==> src/rtl/port_pkg.sv <==
// Shared constants and types for the CPU output-port receiver.
package port_pkg;
  localparam int DATA_W = 32;
  localparam int DEPTH  = 4;
  localparam int ADDR_W = 2;

  typedef logic [ADDR_W-1:0] ptr_t;
  typedef logic [ADDR_W:0]   cnt_t;
  typedef logic [DATA_W-1:0] word_t;
endpackage

==> src/rtl/port_fifo_mem.sv <==
// DEPTH x DATA_W register array: one synchronous write port, one asynchronous read port.
// Storage is intentionally not reset; validity is tracked by the pointers/count.
module port_fifo_mem #(
  parameter int DATA_W = 32,
  parameter int DEPTH  = 4,
  parameter int ADDR_W = 2
) (
  input  logic              clock,
  input  logic              we,
  input  logic [ADDR_W-1:0] waddr,
  input  logic [DATA_W-1:0] wdata,
  input  logic [ADDR_W-1:0] raddr,
  output logic [DATA_W-1:0] rdata
);
  logic [DATA_W-1:0] mem_q [DEPTH];

  // Write the addressed entry on a push.
  always_ff @(posedge clock) begin
    if (we) mem_q[waddr] <= wdata;
  end

  assign rdata = mem_q[raddr];
endmodule

==> src/rtl/out_port_receiver.sv <==
// Device-side endpoint of the CPU output port: buffers CPU words in a small
// fall-through FIFO and hands them out over valid/ready. Full is registered so
// the control unit sees no combinational path from wr_en; drops set a sticky flag.
module out_port_receiver
  import port_pkg::*;
#(
  parameter int DATA_W = port_pkg::DATA_W,
  parameter int DEPTH  = port_pkg::DEPTH,
  parameter int ADDR_W = port_pkg::ADDR_W
) (
  input  logic              clock,
  input  logic              clear,
  input  logic              wr_en,
  input  logic [DATA_W-1:0] wr_data,
  output logic              full,
  output logic [ADDR_W:0]   count,
  output logic              overflow,
  input  logic              overflow_clr,
  output logic              dev_valid,
  output logic [DATA_W-1:0] dev_data,
  input  logic              dev_ready
);
  logic [ADDR_W-1:0] wr_ptr_q, wr_ptr_d, rd_ptr_q, rd_ptr_d;
  logic [ADDR_W:0]   count_q, count_d;
  logic              full_q, full_d;
  logic              overflow_q, overflow_d;
  logic              push, pop;
  logic [DATA_W-1:0] head_word;

  port_fifo_mem #(.DATA_W(DATA_W), .DEPTH(DEPTH), .ADDR_W(ADDR_W)) u_mem (
    .clock (clock),
    .we    (push),
    .waddr (wr_ptr_q),
    .wdata (wr_data),
    .raddr (rd_ptr_q),
    .rdata (head_word)
  );

  // Handshake decode and next-state; full comes from the registered flag so a
  // write while full is dropped even if a pop happens in the same cycle.
  always_comb begin
    push       = wr_en && !full_q;
    pop        = (count_q != '0) && dev_ready;
    wr_ptr_d   = push ? wr_ptr_q + ADDR_W'(1) : wr_ptr_q;
    rd_ptr_d   = pop  ? rd_ptr_q + ADDR_W'(1) : rd_ptr_q;
    count_d    = count_q;
    if (push && !pop)      count_d = count_q + (ADDR_W+1)'(1);
    else if (!push && pop) count_d = count_q - (ADDR_W+1)'(1);
    full_d     = (count_d == (ADDR_W+1)'(DEPTH));
    overflow_d = overflow_q;
    if (wr_en && full_q)   overflow_d = 1'b1;
    else if (overflow_clr) overflow_d = 1'b0;
  end

  // Control state with asynchronous active-low clear.
  always_ff @(posedge clock or negedge clear) begin
    if (!clear) begin
      wr_ptr_q   <= '0;
      rd_ptr_q   <= '0;
      count_q    <= '0;
      full_q     <= 1'b0;
      overflow_q <= 1'b0;
    end else begin
      wr_ptr_q   <= wr_ptr_d;
      rd_ptr_q   <= rd_ptr_d;
      count_q    <= count_d;
      full_q     <= full_d;
      overflow_q <= overflow_d;
    end
  end

  assign full      = full_q;
  assign count     = count_q;
  assign overflow  = overflow_q;
  assign dev_valid = (count_q != '0);
  assign dev_data  = dev_valid ? head_word : '0;
endmodule

==> config.mk <==
export PLATFORM = sky130hd
export DESIGN_NAME = out_port_receiver
export DESIGN_NICKNAME = d
export VERILOG_FILES = /design/src/rtl/port_pkg.sv /design/src/rtl/port_fifo_mem.sv /design/src/rtl/out_port_receiver.sv
export SDC_FILE = /design/constraint.sdc
export NUM_CORES = 1
export LEC_CHECK = 0
export CAP_MARGIN = 10
export CORE_ASPECT_RATIO = 0.7
export CORE_MARGIN = 4
export CORE_UTILIZATION = 45
export CTS_CLUSTER_SIZE = 16
export DETAILED_ROUTE_END_ITERATION = 8
export GPL_ROUTABILITY_DRIVEN = 0
export PLACE_DENSITY = 0.75
export SLEW_MARGIN = 25
export SYNTH_ARGS = -nofsm -noshare
export SYNTH_HDL_FRONTEND = slang
export SYNTH_SLANG_ARGS = --single-unit
==> constraint.sdc <==
create_clock -name clock -period 2.4 [get_ports clock]
set_input_delay 0.24 -clock clock [delete_from_list [all_inputs] [get_ports clock]]
set_output_delay 0.24 -clock clock [all_outputs]
set_load 0.05 [all_outputs]
==> reports/qor.txt <==
Outcome: complete, no violations
Path depth of the worst reg2reg path: 7
Final ANT Viol Nets: 0
Max_slew headroom: 66.02%
Worst path depth: 4
Total Routing Usage GR: 15.66%
TritonCTS clock tree: done
WL/cell: 19.25 um
Worst EP arrival: 2000 ps
CORE AREA: 11,810 um^2
Number of DRC markers in iteration 0: 153
Mapped Area: 5480 um^2
Worst path slowest cell: mux4_1
Die area: 14,040 um^2
Critical path endpoint category: output pin
Post-synth top cells: edfxtp_1 (128), and2_1 (36), mux4_2 (28)
Post-placement cell area: 6813 um^2
CTS sink cnt: 137
Critical Path Source: rd_ptr_q[0]
Post-synth EDFFs: 128
DRC errors left: 0
Worst endpoint required time: 2160 ps
Post-synth ARST share: 6.569%
# port buffers: 74
Hold WC Path Type: primary input to asynchronous set/reset pin
Post-CTS setup buffer count: 0
Via Count: 2,719
Via/cell ratio: 5.199
Maxcap violations: 0
Initial antenna violation count: 0
Crit-path leading delay family: multiplexers
IO Count: 75
Worst slew pin tran: 508.2 ps
Synth unique cells: 31
Area grow syn2layout: 35.68%
Total wire length: 10,070 um
Row cnt: 33
Starting Density: 46.41%
Overflow left after global routing: 0
Yosys top cell by area: edfxtp_1
Nets: 398
CP endpoint: dev_data[25]
Fin Setup TNS: 0 ps
Final-report max-slew violation count: 0
Final setup viols: 0
Synth top area cells: edfxtp_1 (70%), mux4_2 (12%), and2_1 (4.1%)
CP most frequent cell: buf_12
Final period utilization: 93.45%
Root buf cell: clkbuf_16
Count leader, synth: edfxtp_1
R2R setup slack: 530 ps
Cts bufs inserted: 17
Buf/Inv on CP: 2
Synth Net Count: 306
Post-DP HPWL: 6481 um
Setup Skew: 10.89 ps
Vias in the first global route: 2,924
Fillcell total: 804
Largest net degree at the start of global routing: 35
Final min period: 2243 ps
Worst hold margin: 160.7 ps
Post-cts sizing count: 0
Reg2Reg Launch Point: count[0]
CTS clk-pin slew, worst paths: 60 ps
Max H-tree Level: 4
CP cell instances: buf_12 > mux4_1 > and2_1 > buf_12
Ys Warns: 0
Register bit total from synthesis: 137
Crit Path Category: flop to output pin
Synth Area per Inst: 20.92 um^2
Synthesized instance count: 262
Top_reg_cell synth: edfxtp_1
FF-to-FF End: full
Hold_buf cts: 0
DRT Pass-1 Iters: 4
First-pass GRT wire length: 16,390 um
RSZ-0062 raised after global routing: false
Share of layout cells above drive strength 1: 31.42%
Seq/Total Area, Yosys: 74.25%
Final hold viol count: 0
CTS Buffer Depth: 2
Die width: 139.9 um
Final instance area: 7436 um^2
Achievable frequency: 445.9 MHz
Critical path launch point type: flop
Worst-path fanout max: 34
Clock Latency Late Sink: 410 ps
Antenna Cells: 0
DIE HEIGHT: 100.3 um
Yosys top cell area share: 70.14%
Slowest cell delay on critical path: 600 ps
logic make-up (layout without fill, tap and decap cells):
group,Yosys count,after routing,share of synthesized area [%]
AOI/OAI and AO/OA,9,9,1.256
DFF,137,137,74.25
muxes,32,32,13.42
xor gates and xnor gates,4,4,0.6392
buffers and inverters,21,125,2.580
and+or+nand+nor,52,52,6.256
adders and majority gates,7,7,1.598
worst min path at each step:
stage	start	endpoint	slack [ps]
after floorplan	clear	count[0]	-60
after global placement	overflow	overflow	510
after detailed placement	overflow	overflow	530
after CTS	clear	overflow	150
after global routing	clear	wr_ptr_q[1]	170
final	clear	wr_ptr_q[1]	160
layer usage:
layer	GRT usage (%)	up-vias	wire length, um
met2	22.68	87	4748
met4	4.691	0	65
met3	7.333	8	743
met1	21.38	1389	4513
li1	-	1235	-
met5	0	-	0
cells in the final DEF (no fill, tap or decap), drive strengths merged:
cell / instances
edfxtp: 128
buf: 46
clkdlybuf4s50: 41
and2: 36
mux4: 32
clkbuf: 17
inv: 10
dfrtp: 9
ha: 7
clkinv: 5
xnor2: 4
bufinv: 4
nand2: 3
nor2: 2
nand3: 2
o211ai: 2
o21ai: 2
clkinvlp: 2
nand2b: 2
and3: 2
a21oi: 1
o31ai: 1
nor4bb: 1
a41oi: 1
a311o: 1
nor2b: 1
nand4: 1
nor3b: 1
nor4: 1
o31a: 1
area by class of cell:
cell class | count | area [um^2] | area share [%]
Timing Repair Buffer | 87 | 1244 | 16.73
Sequential cell | 137 | 4071 | 54.75
Clock buffer | 17 | 425.4 | 5.721
Multi-Input combinational cell | 104 | 1275 | 17.15
Inverter | 7 | 26.28 | 0.3534
Clock inverter | 14 | 197.7 | 2.659
Tap cell | 157 | 196.4 | 2.642
metrics by stage:
stage,setup slack [ps],instances,utilization [%]
finish,157.1,523,62.97
global route,42.96,523,62.97
CTS,97.80,523,62.97
detailed placement,513.4,492,57.69
global placement,538.3,492,57.69
floorplan,3.740,262,-
state kept, by name, summed over array words and instances, names as in the netlist:
| name | count |
|---|---|
| wr_ptr_q | 2 |
| u_mem.mem_q | 128 |
| full | 1 |
| rd_ptr_q | 2 |
| overflow | 1 |
| count | 3 |
Power is left out: the tool's default activity adds up to more than one toggle a clock period on the data nets, which glitch-free logic cannot reach.
